<file path="config.mk">
export PLATFORM = sky130hd
export DESIGN_NAME = salvo_weapons_control_unit
export DESIGN_NICKNAME = d
export VERILOG_FILES = /design/src/rtl/wcu_pkg.sv /design/src/rtl/wcu_cooldown_timer.sv /design/src/rtl/salvo_weapons_control_unit.sv
export SDC_FILE = /design/constraint.sdc
export NUM_CORES = 1
export LEC_CHECK = 0
export CORE_MARGIN = 2
export CORE_UTILIZATION = 54
export DETAILED_ROUTE_END_ITERATION = 12
export GPL_TIMING_DRIVEN = 0
export HOLD_SLACK_MARGIN = 0.03
export PLACE_DENSITY = 0.79
export SYNTH_ARGS = -nofsm -noshare
export SYNTH_HDL_FRONTEND = slang
export SYNTH_SLANG_ARGS = --single-unit
</file>
<file path="constraint.sdc">
create_clock -name clk -period 2.8 [get_ports clk]
set_input_delay 0.56 -clock clk [delete_from_list [all_inputs] [get_ports clk]]
set_output_delay 0.56 -clock clk [all_outputs]
set_load 0.005 [all_outputs]
</file>
<file path="src/rtl/wcu_pkg.sv">
// Shared state encoding and salvo-length helper for the salvo weapons control unit.
package wcu_pkg;
  localparam int STATE_W = 3;

  typedef enum logic [STATE_W-1:0] {
    ST_IDLE     = 3'd0,
    ST_LOCKED   = 3'd1,
    ST_FIRE     = 3'd2,
    ST_COOLDOWN = 3'd3,
    ST_EMPTY    = 3'd4
  } wcu_state_e;

  // A request of zero still fires one missile; anything above max is clamped.
  function automatic logic [3:0] clamp_salvo(input logic [3:0] req, input logic [3:0] max);
    if (req == 4'd0) return 4'd1;
    if (req > max)   return max;
    return req;
  endfunction
endpackage

</file>
<file path="src/rtl/wcu_cooldown_timer.sv">
// Loadable down-counter; done_o is high whenever the count has reached zero.
module wcu_cooldown_timer #(
  parameter int W = 2
) (
  input  logic         clk_i,
  input  logic         rst_ni,
  input  logic         load_i,
  input  logic [W-1:0] load_val_i,
  output logic         done_o
);
  logic [W-1:0] cnt_q, cnt_d;

  always_comb begin
    cnt_d = cnt_q;
    if (load_i)              cnt_d = load_val_i;
    else if (cnt_q != '0)    cnt_d = cnt_q - W'(1);
  end

  always_ff @(posedge clk_i or negedge rst_ni) begin
    if (!rst_ni) cnt_q <= '0;
    else         cnt_q <= cnt_d;
  end

  assign done_o = (cnt_q == '0);
endmodule

</file>
<file path="src/rtl/salvo_weapons_control_unit.sv">
// Salvo fire controller: lock, fire on command edge, round-robin tubes, cooldown, magazine tracking.
// Define WCU_RELOAD_EN to add a reload input that refills the magazine from IDLE or EMPTY.
module salvo_weapons_control_unit
  import wcu_pkg::*;
#(
  parameter int NUM_TUBES       = 2,
  parameter int MAG_DEPTH       = 8,
  parameter int CNT_W           = 4,
  parameter int SALVO_MAX       = 4,
  parameter int COOLDOWN_CYCLES = 3
) (
  input  logic                 clk,
  input  logic                 rst,
`ifdef WCU_RELOAD_EN
  input  logic                 reload,
`endif
  input  logic                 target_locked,
  input  logic                 fire_command,
  input  logic [3:0]           salvo_size,
  output logic [NUM_TUBES-1:0] launch_missile,
  output logic [CNT_W-1:0]     remaining_missiles,
  output logic [STATE_W-1:0]   wcu_state,
  output logic                 salvo_done
);
  localparam int PTR_W = (NUM_TUBES > 1) ? $clog2(NUM_TUBES) : 1;
  localparam int CD_W  = $clog2(COOLDOWN_CYCLES + 1);
  localparam int CMP_W = CNT_W + 4;

  wcu_state_e           state_q, state_d;
  logic [CNT_W-1:0]     rem_q, rem_d;
  logic [NUM_TUBES-1:0] launch_q, launch_d;
  logic                 done_q, done_d;
  logic [PTR_W-1:0]     ptr_q, ptr_d, ptr_nxt;
  logic [3:0]           shots_q, shots_d, len_q, len_d;
  logic [3:0]           req_len, eff_len;
  logic                 fire_q, fire_rise, fire_now;
  logic                 cd_load, cd_done, reload_req;

`ifdef WCU_RELOAD_EN
  assign reload_req = reload;
`else
  assign reload_req = 1'b0;
`endif

  assign fire_rise = fire_command & ~fire_q;
  assign req_len   = clamp_salvo(salvo_size, 4'(SALVO_MAX));
  assign eff_len   = (CMP_W'(rem_q) < CMP_W'(req_len)) ? 4'(rem_q) : req_len;
  assign ptr_nxt   = (ptr_q == PTR_W'(NUM_TUBES - 1)) ? '0 : ptr_q + PTR_W'(1);

  always_comb begin
    state_d  = state_q;
    rem_d    = rem_q;
    launch_d = '0;
    done_d   = 1'b0;
    ptr_d    = ptr_q;
    shots_d  = shots_q;
    len_d    = len_q;
    cd_load  = 1'b0;
    fire_now = 1'b0;
    case (state_q)
      ST_IDLE: begin
        if (reload_req)         rem_d   = CNT_W'(MAG_DEPTH);
        else if (target_locked) state_d = ST_LOCKED;
      end
      ST_LOCKED: begin
        if (!target_locked) state_d = ST_IDLE;
        else if (fire_rise && rem_q != '0) begin
          // First launch happens on FIRE entry so every FIRE cycle carries one strobe.
          state_d  = ST_FIRE;
          len_d    = eff_len;
          shots_d  = 4'd0;
          fire_now = 1'b1;
        end
      end
      ST_FIRE: begin
        if (!target_locked || shots_q == len_q) begin
          state_d = ST_COOLDOWN;
          done_d  = 1'b1;
          cd_load = 1'b1;
        end else fire_now = 1'b1;
      end
      ST_COOLDOWN: begin
        if (cd_done) begin
          if (rem_q == '0)        state_d = ST_EMPTY;
          else if (target_locked) state_d = ST_LOCKED;
          else                    state_d = ST_IDLE;
        end
      end
      ST_EMPTY: begin
        if (reload_req) begin
          state_d = ST_IDLE;
          rem_d   = CNT_W'(MAG_DEPTH);
        end
      end
      default: state_d = ST_IDLE;
    endcase
    if (fire_now && rem_q != '0) begin
      launch_d = NUM_TUBES'(1) << ptr_q;
      rem_d    = rem_q - CNT_W'(1);
      ptr_d    = ptr_nxt;
      shots_d  = shots_d + 4'd1;
    end
  end

  always_ff @(posedge clk or negedge rst) begin
    if (!rst) begin
      state_q  <= ST_IDLE;
      rem_q    <= CNT_W'(MAG_DEPTH);
      launch_q <= '0;
      done_q   <= 1'b0;
      ptr_q    <= '0;
      shots_q  <= 4'd0;
      len_q    <= 4'd0;
      fire_q   <= 1'b0;
    end else begin
      state_q  <= state_d;
      rem_q    <= rem_d;
      launch_q <= launch_d;
      done_q   <= done_d;
      ptr_q    <= ptr_d;
      shots_q  <= shots_d;
      len_q    <= len_d;
      fire_q   <= fire_command;
    end
  end

  // Loaded with N-1 so the count sits at zero during the last of N cooldown cycles.
  wcu_cooldown_timer #(.W(CD_W)) u_cooldown (
    .clk_i      (clk),
    .rst_ni     (rst),
    .load_i     (cd_load),
    .load_val_i (CD_W'(COOLDOWN_CYCLES - 1)),
    .done_o     (cd_done)
  );

  assign launch_missile     = launch_q;
  assign remaining_missiles = rem_q;
  assign wcu_state          = state_q;
  assign salvo_done         = done_q;
endmodule
</file>
=== After elaboration in Yosys (flattened, before gate mapping) ===
Index checks and enable logic that the tools add are counted.

* Add/sub/neg operators: 4
* Bitwise gates (word level): 3
* Shifts and indexed selects: 1
* Multiplexer cells: 30
* $lt $le $gt $ge: 2
* Reductions and logical operators: 13
* Equal/unequal tests: 9

{| class="wikitable"
|+ Operators by type and width
! operator !! number
|-
| two-way mux 4 bit || 9
|-
| two-way mux 3 bit || 6
|-
| case mux 3 bit (5 select lines) || 1
|-
| two-way mux 1 bit || 10
|-
| zero test 4 bit || 2
|-
| equality test 3 x 2 -> 1 bit, second input constant || 2
|-
| two-way mux 2 bit || 3
|-
| inequality test 2 bit, second input constant || 3
|-
| AND reduction 5 bit || 1
|-
| adder 4 x 1 -> 4 bit, second input constant || 1
|-
| equality test 4 bit || 1
|-
| greater-than comparator 4 x 3 -> 1 bit, second input constant || 1
|-
| < comparator 4 bit || 1
|-
| nonzero test 2 bit || 2
|-
| nonzero test 4 bit || 1
|-
| subtractor 4 x 1 -> 4 bit, second input constant || 1
|-
| equality test 3 x 1 -> 1 bit, second input constant || 1
|-
| equality test 3 bit, second input constant || 1
|-
| zero test 3 bit || 1
|-
| inequality test 3 bit, second input constant || 1
|-
| AND reduction 3 bit || 1
|-
| logical AND 1 bit || 2
|-
| zero test 2 bit || 1
|-
| NOT 1 bit || 2
|-
| 7 further kinds || 7
|}

* Output and inout port bits: 10
* Register bits: 22
* Logic and storage cells: 71

=== Longest topological paths before layout ===
Gate-level depths: netlist (run 1).

* Word-level depth: 8
* Depth in mapped cells: 9
* Mapped depth without buffers: 8

=== Cells and area by module ===
From an unflattened synthesis (run 1), not the netlist that was laid out.

* Cells, all modules: 125
* Area total of the unflattened synthesis: 1260.0 um^2

{| class="wikitable"
|+ By module, submodules not included
! module !! area each (um^2) !! cells each !! sequential area each (um^2) !! instances
|-
| salvo_weapons_control_unit || 1146.1 || 113 || 501.7 || 1
|-
| wcu_cooldown_timer || 113.9 || 12 || 50.0 || 1
|}

=== Least setup slack after synthesis (run 1) ===
OpenSTA, ideal clock, no wires.

* Path kind: flip-flop to flip-flop
* Start point: register rem_q[0], in the netlist remaining_missiles[0]
* End point: register shots_q[2]
* Stages on the path, launching flop included: 10
* Buffers on the path: 1
* Setup time: 94 ps
* Slack: 565 ps
* Arrival: 2141 ps
* Cells stage by stage: dfrtp_1 inv_1 ha_1 nor3b_4 or3_4 buf_6 and2_1 ha_1 and4_4 a221oi_2

* Cells in the longest elaborated chain, start to end: 7

{| class="wikitable"
|+ RTL lines
! what !! line !! text
|-
| start: declaration || salvo_weapons_control_unit.sv:30 || <nowiki>logic [CNT_W-1:0] rem_q, rem_d;</nowiki>
|-
| start signal: assignment || salvo_weapons_control_unit.sv:108 || <nowiki>rem_q <= CNT_W'(MAG_DEPTH);</nowiki>
|-
| start signal: assignment || salvo_weapons_control_unit.sv:117 || <nowiki>rem_q <= rem_d;</nowiki>
|-
| nonzero test 4 bit * || salvo_weapons_control_unit.sv:67, salvo_weapons_control_unit.sv:97 ||
|-
| logical AND 1 bit || salvo_weapons_control_unit.sv:67 || <nowiki>else if (fire_rise && rem_q != '0) begin</nowiki>
|-
| two-way mux 4 bit / two-way mux 1 bit (equally long branches) || salvo_weapons_control_unit.sv:67 ||
|-
| two-way mux 4 bit / two-way mux 1 bit (equally long branches) || salvo_weapons_control_unit.sv:66 || <nowiki>if (!target_locked) state_d = ST_IDLE;</nowiki>
|-
| two-way mux 4 bit / case mux 1 bit (2 select lines) (equally long branches) || salvo_weapons_control_unit.sv:60 || <nowiki>case (state_q)</nowiki>
|-
| adder 4 x 1 -> 4 bit / logical AND 1 bit (equally long branches) || salvo_weapons_control_unit.sv:101, salvo_weapons_control_unit.sv:97 ||
|-
| two-way mux 4 bit * || salvo_weapons_control_unit.sv:97 || <nowiki>if (fire_now && rem_q != '0) begin</nowiki>
|-
| via shots_d[2] || salvo_weapons_control_unit.sv:34 || <nowiki>logic [3:0] shots_q, shots_d, len_q, len_d;</nowiki>
|-
| end signal: assignment || salvo_weapons_control_unit.sv:121 || <nowiki>shots_q <= shots_d;</nowiki>
|-
| end: declaration || salvo_weapons_control_unit.sv:34 ||
|}

The timed path passes the listed nets; every way through them passes the cells marked *.
A chain may end at the register's enable or synchronous reset.

=== Worst setup path after layout (run 1) ===
Ends and elaborated chain as after synthesis.

==> run_results.csv, run 1 <==
group,metric,value,unit
worst_setup_path,r2r_cells,9,
synthesis,yosysWarningCount,0,
synthesis,syn_area,1350,um^2
floorplan,io_pins,18,
worst_setup_path,cp_slowest_cell,"dfrtp_1",
sta,clock.fmax,410,MHz
route,routed_via_density,5.70,
placement,io_buffer_count,17,
sta,slew_violations,0,
min_path,hp-class,"reg2reg",
synthesis,yosys-top-cells-count,"21 x dfrtp_1, 12 x nor2_1, 8 x nand2_1",
cts,cts_hold_buf,0,
worst_setup_path,critical-path-top-delay-family,"simple AND/OR/NAND/NOR gates",
sta,relSlewSlack,0.350,
synthesis,synth_area_leader_cell,"dfrtp_1",
flow_run,max_cap_viol_count,0,
placement,dpl-instance-area,1560,um^2
route,drt_pass1_iterations,4,
synthesis,syn-num-nets,134,
worst_setup_path,start_kind,"register",
sta,setup_tns,0,ns
global_routing,grt_overflow,0,
worst_setup_path,timing.rr.start,"remaining_missiles[0]",
route,dr_total_vias,975,
worst_setup_path,arrival,2.66,ns
cts,path_clk_slew,0.13,ns
route,drc,0,
synthesis,synth_top_area_frac,0.389,
sta,fin_ws,0.362,ns
floorplan,num_rows,18,
route,drtIter0Drc,6,
global_routing,grt_pass1_wl,4240,um
final_layout,final_cell_area,1610,um^2
global_routing,grt_max_degree,23,
worst_setup_path,crit_type,"reg2reg",
synthesis,synth_area_per_cell,11.3,um^2
worst_setup_path,critPathBufInv,2,
synthesis,ys.flop_type,"dfrtp_1",
final_layout,syn2layout_area_growth,19.3,%
synthesis,yosysMostFrequentCell,"dfrtp_1",
sta,fin_crit,2.44,ns
route,finalWirelength,2510,um
pwr,power_density,994,nW/um^2
min_path,min-delay-start,"ptr_q",
pwr,ir_drop,653,uV
worst_setup_path,slowest_delay,0.51,ns
placement,dp.cells,167,
worst_setup_path,crit_cells,9,
sta,hold_violations,0,
sta,setup-violations-final,0,
synthesis,synth_seq_cells,22,
sta,fin_crit_sh,0.871,
route,ant_nets,0,
cts,cts_tree,"done",
min_path,whs_path_depth,1,
floorplan,fp.dieW,54.0,um
final_layout,layout-drive-gt1-share,0.149,
worst_setup_path,crit_top_cell,"ha_1",
floorplan,die-area,2920,um^2
cts,post-cts-setup-buffer-count,0,
worst_setup_path,cp_max_fo,10,
placement,hpwl,1910,um
cts,root_buffer,"clkbuf_4",
synthesis,async_flop_share,1.00,
sta,rsz0062_at_grt,"false",
global_routing,grt_pass1_vias,966,
global_routing,use_met1,0.266,
worst_setup_path,crit_required,3.02,ns
global_routing,antenna_found_initial,0,
final_layout,antenna_cells,0,
global_routing,use_met3,0.0361,
pwr,p_leak,0.000664,uW
placement,pre_cts_ws,0.0734,ns
sta,finClkSkew,0.0104,ns
cts,clock_path_buffers,2,
global_routing,grt.busiest_layer,"met2",
synthesis,syn_inst,120,
cts,htreeDepth,1,
final_layout,nets,156,
status,status,"finished, final reports clean",
synthesis,synth_edf_count,0,
final_layout,fin_cells,171,
floorplan,die_h,54.0,um
cts,clk_latency,0.31,ns
sta,tightest_slew,0.972,ns
cts,cts_sinks,22,
synthesis,ys_seq_area_frac,0.408,
worst_setup_path,end_kind,"register",
cts,cts_resized,0,
placement,gp_congestion,0.792,
global_routing,grt_use_met2,0.329,
worst_setup_path,cp-startpoint,"remaining_missiles[0]",
route,wl_per_cell,14.6,um
synthesis,synthTopCellsByArea,"dfrtp_1 39%, ha_1 5.6%, xnor2_1 4.5%, nor2_1 3.3%, buf_6 2.5%",
global_routing,grt.total_usage,0.205,
floorplan,start_util,0.556,
floorplan,core,2430,um^2
cts,cts_made_buffers,3,
worst_setup_path,path_cells,"inv_1, ha_1, nor3b_4, or3_4, buf_6, and2_1, ha_1, and4_4, a221oi_2",
synthesis,synth.distinct_cells,45,
==> stage by stage <==
stage	util	total power [uW]	hold WS (ns)
after floorplan	-	1130	0.264
after global placement	0.641	1330	0.466
after detailed placement	0.641	1370	0.483
after CTS	0.663	1620	0.508
after global routing	0.663	1740	0.519
final	0.663	1600	0.505
==> area by class of cell <==
cell class	instances	area (um^2)
inverter	7	26.3
multi-input combinational	88	739
buffer	3	33.8
clock buffer	3	22.5
clock inverter	1	30.0
fill	199	821
timing repair buffer	17	170
tap	30	37.5
sequential	22	552
==> kinds of logic (layout without fill, tap and decap cells) <==
kind of cell	after synthesis	after routing	synth area share
buf+inv	10	31	0.0444
flops	22	22	0.408
fa+ha+maj	6	6	0.0556
mux	7	7	0.0583
simple gates	40	40	0.196
compound gates	26	26	0.182
xor+xnor	8	8	0.0519
other cells	1	1	0.00278
==> worst register-to-register path: cells and delay by family, from the launching register on <==
family                     cells  cell delay [ns]
AOI/OAI and AO/OA              1             0.23
adders and majority gates      2             0.44
buffers and inverters          2             0.22
DFF                            1             0.51
and+or+nand+nor                4             0.94
==> power breakdown <==
group / switching (uW) / internal [uW] / total, uW / leakage (uW)
Clock: 101 / 145 / 245 / 0.0000279
Combinational: 379 / 409 / 788 / 0.000360
Sequential: 130 / 439 / 569 / 0.000276
==> per-layer routing <==
metal	share of wire	vias to the layer above
li1	-	478
met4	0.021	0
met1	0.46	477
met3	0.029	6
met2	0.49	14
met5	0	-
==> placed cells by master, fill, tap and decap left out, types with 2 or more instances in the layout <==
cell | netlist | final
o21ai_1 | 3 | 3
o21ai_0 | 4 | 4
ha_1 | 6 | 6
and2_1 | 3 | 3
clkdlybuf4s50_1 | 0 | 17
dfrtp_1 | 21 | 21
nand3_1 | 2 | 2
o211ai_1 | 3 | 3
nand2_1 | 8 | 8
nor2_1 | 12 | 12
clkbuf_4 | 0 | 3
nand2b_1 | 2 | 2
mux2_1 | 2 | 2
mux2i_1 | 3 | 3
inv_1 | 7 | 7
nor2b_1 | 3 | 3
xnor2_1 | 7 | 7
o2111ai_1 | 2 | 2
a21oi_1 | 2 | 2
buf_6 | 3 | 3
==> path summary, 6_finish.rpt <==
check / to / slack (ns)
max: shots_q[2] / 0.36
max in group asynchronous: shots_q[3] / 1.44
min reg2reg: launch_missile[0] / 0.51
min: launch_missile[0] / 0.51
min in group asynchronous: len_q[3] / 0.77
max reg2reg: shots_q[2] / 0.36
==> flip-flops by register name (all words and copies together) (netlist names) <==
| signal | count |
|---|---|
| u_cooldown.cnt_q | 2 |
| salvo_done | 1 |
| launch_missile | 2 |
| ptr_q | 1 |
| fire_q | 1 |
| remaining_missiles | 4 |
| wcu_state | 3 |
| shots_q | 4 |
| len_q | 4 |
(Power assumes the default switching activity.)
==> run 2: changes to the inputs <==
--- a/config.mk
+++ b/config.mk
@@ -5,12 +5,12 @@
 export SDC_FILE = /design/constraint.sdc
 export NUM_CORES = 1
 export LEC_CHECK = 0
-export CORE_MARGIN = 2
-export CORE_UTILIZATION = 54
+export CORE_UTILIZATION = 53
 export DETAILED_ROUTE_END_ITERATION = 12
 export GPL_TIMING_DRIVEN = 0
 export HOLD_SLACK_MARGIN = 0.03
-export PLACE_DENSITY = 0.79
+export PLACE_DENSITY = 0.78
 export SYNTH_ARGS = -nofsm -noshare
 export SYNTH_HDL_FRONTEND = slang
+export SYNTH_HIERARCHICAL = 1
 export SYNTH_SLANG_ARGS = --single-unit
==> run_results.csv, run 2 <==
group,metric,value,unit
min_path,hold_end,"launch_missile[0]",
route,dr_total_vias,981,
placement,gp_congestion,0.835,
floorplan,core,2230,um^2
final_layout,final_core_util,0.674,
synthesis,ys_seq_area_frac,0.438,
route,ant_nets,0,
floorplan,io_pins,18,
final_layout,nFillCells,194,
final_layout,syn2layout_area_growth,19.5,%
route,drt_pass1_iterations,4,
sta,rsz0062_at_grt,"false",
synthesis,yosysWarningCount,6,
placement,hpwl,1770,um
global_routing,grt_overflow,0,
synthesis,synth_top_area_frac,0.417,
min_path,whs_path_depth,1,
floorplan,fp.dieW,50.8,um
worst_setup_path,critPathBufInv,2,
final_layout,register_area,552,um^2
synthesis,synth.distinct_cells,45,
final_layout,fin_cells,175,
placement,io_buffer_count,17,
pwr,p_leak,0.000636,uW
synthesis,synthTopCellsByArea,"dfrtp_1 42%, ha_1 6.0%, xnor2_1 5.6%, nand2_1 3.3%, nor2_1 2.4%",
synthesis,yosys-top-cells-count,"21 x dfrtp_1, 11 x nand2_1, 8 x nor2_1, 8 x xnor2_1, 7 x inv_1",
final_layout,layout-drive-gt1-share,0.0748,
floorplan,start_util,0.564,
cts,clk_latency,0.31,ns
floorplan,die-area,2580,um^2
sta,fin_crit,2.51,ns
worst_setup_path,rr_endpoint,"shots_q[2]",
floorplan,die_h,50.8,um
worst_setup_path,r2r_setup_slack,0.29,ns
flow_run,max_cap_viol_count,0,
worst_setup_path,crit_cells,10,
cts,htreeDepth,1,
sta,setup-violations-final,0,
worst_setup_path,crit_top_cell,"ha_1",
synthesis,synth_area_per_cell,10.1,um^2
cts,cts_resized,0,
worst_setup_path,slowest_delay,0.46,ns
route,wl_per_cell,14.4,um
sta,clock.fmax,399,MHz
worst_setup_path,path_cells,"inv_1, ha_1, or3b_1, buf_6, nand3_1, and2_1, ha_1, nand3b_1, nor4_1, a221oi_1",
synthesis,synth_edf_count,0,
cts,cts_tree,"done",
worst_setup_path,timing.rr.start,"remaining_missiles[1]",
sta,hold_violations,0,
status,status,"finished, final reports clean",
worst_setup_path,critical-path-top-delay-family,"simple AND/OR/NAND/NOR gates",
cts,path_clk_slew,0.13,ns
min_path,hp-class,"reg2reg",
synthesis,syn_inst,125,
final_layout,final_cell_mix,"21 x dfrtp_1, 17 x clkdlybuf4s50_1, 11 x nand2_1, 8 x xnor2_1, 8 x nor2_1",
sta,finClkSkew,0.00302,ns
worst_setup_path,crit_type,"reg2reg",
pwr,ir_drop,694,uV
sta,whs,0.498,ns
worst_setup_path,end_kind,"register",
worst_setup_path,crit_required,2.99,ns
worst_setup_path,cp_slowest_cell,"dfrtp_1",
pwr,p_total,1450,uW
sta,slew_violations,0,
worst_setup_path,r2r_cells,10,
worst_setup_path,arrival,2.70,ns
sta,setup_tns,0,ns
sta,fin_crit_sh,0.895,
min_path,min-delay-start,"ptr_q",
route,drc,0,
final_layout,antenna_cells,0,
global_routing,grt.total_usage,0.231,
worst_setup_path,cp_max_fo,10,
cts,clock_path_buffers,2,
placement,dp.cells,171,
final_layout,nets,162,
synthesis,syn_area,1260,um^2
synthesis,yosysMostFrequentCell,"dfrtp_1",
cts,root_buffer,"clkbuf_4",
final_layout,final_common_cell,"dfrtp_1",
pwr,power_density,963,nW/um^2
synthesis,async_flop_share,1.00,
sta,relSlewSlack,0.354,
global_routing,grt_pass1_wl,4350,um
synthesis,synth_area_leader_cell,"dfrtp_1",
route,finalWirelength,2510,um
final_layout,multi_input_area,659,um^2
cts,cts_made_buffers,3,
route,drtIter0Drc,13,
sta,tightest_slew,0.966,ns
worst_setup_path,start_kind,"register",
global_routing,grt_max_degree,23,
cts,post-cts-setup-buffer-count,0,
global_routing,grt_pass1_vias,983,
synthesis,synth_seq_cells,22,
synthesis,ys.flop_type,"dfrtp_1",
cts,cts_hold_buf,0,
floorplan,num_rows,17,
cts,cts_sinks,22,
route,routed_via_density,5.61,
global_routing,antenna_found_initial,0,
[run 2: how the worst max path moves through the flow]
stage,startpoint,to,slack (ns)
finish,remaining_missiles[1],shots_q[2],0.29
global route,remaining_missiles[1],shots_q[2],0.13
global placement,salvo_size[3],len_q[0],0.19
CTS,remaining_missiles[1],shots_q[2],0.33
floorplan,remaining_missiles[0],shots_q[2],0.67
detailed placement,target_locked,shots_q[2],0.16
[run 2: layout make-up]
class,instances,area share
Buffer,3,0.0175
Clock buffer,4,0.0241
Inverter,7,0.0175
Multi-Input combinational cell,94,0.438
Sequential cell,22,0.367
Tap cell,28,0.0233
Timing Repair Buffer,17,0.113
[run 2: cells by family (layout without fill, tap and decap cells)]
kind of cell    count (synthesis)  in the layout  synth area share
simple gates                   45             45             0.202
compound gates                 27             27             0.156
flops                          22             22             0.438
xor+xnor                       10             10            0.0695
buf+inv                        10             31            0.0417
fa+ha+maj                       6              6            0.0596
mux                             3              3            0.0278
other cells                     2              3           0.00596
[run 2: per-stage QoR]
step                      area [um^2]  setup slack (ns)
after floorplan                  1260             0.675
after global placement           1470             0.187
after detailed placement         1470             0.159
after CTS                        1510             0.328
after global routing             1510             0.132
final                            1510             0.293
[run 2: metal layers]
layer,wire [um],track usage,part of all wire
met1,1240,0.303,0.49
met2,1180,0.378,0.47
met3,69,0.0455,0.027
met4,34,0.0833,0.014
met5,0,0,0
[run 2: power breakdown]
group,internal (uW),switching [uW],total [uW]
sequential,444,126,571
combinational,364,335,698
clock,79.5,102,181
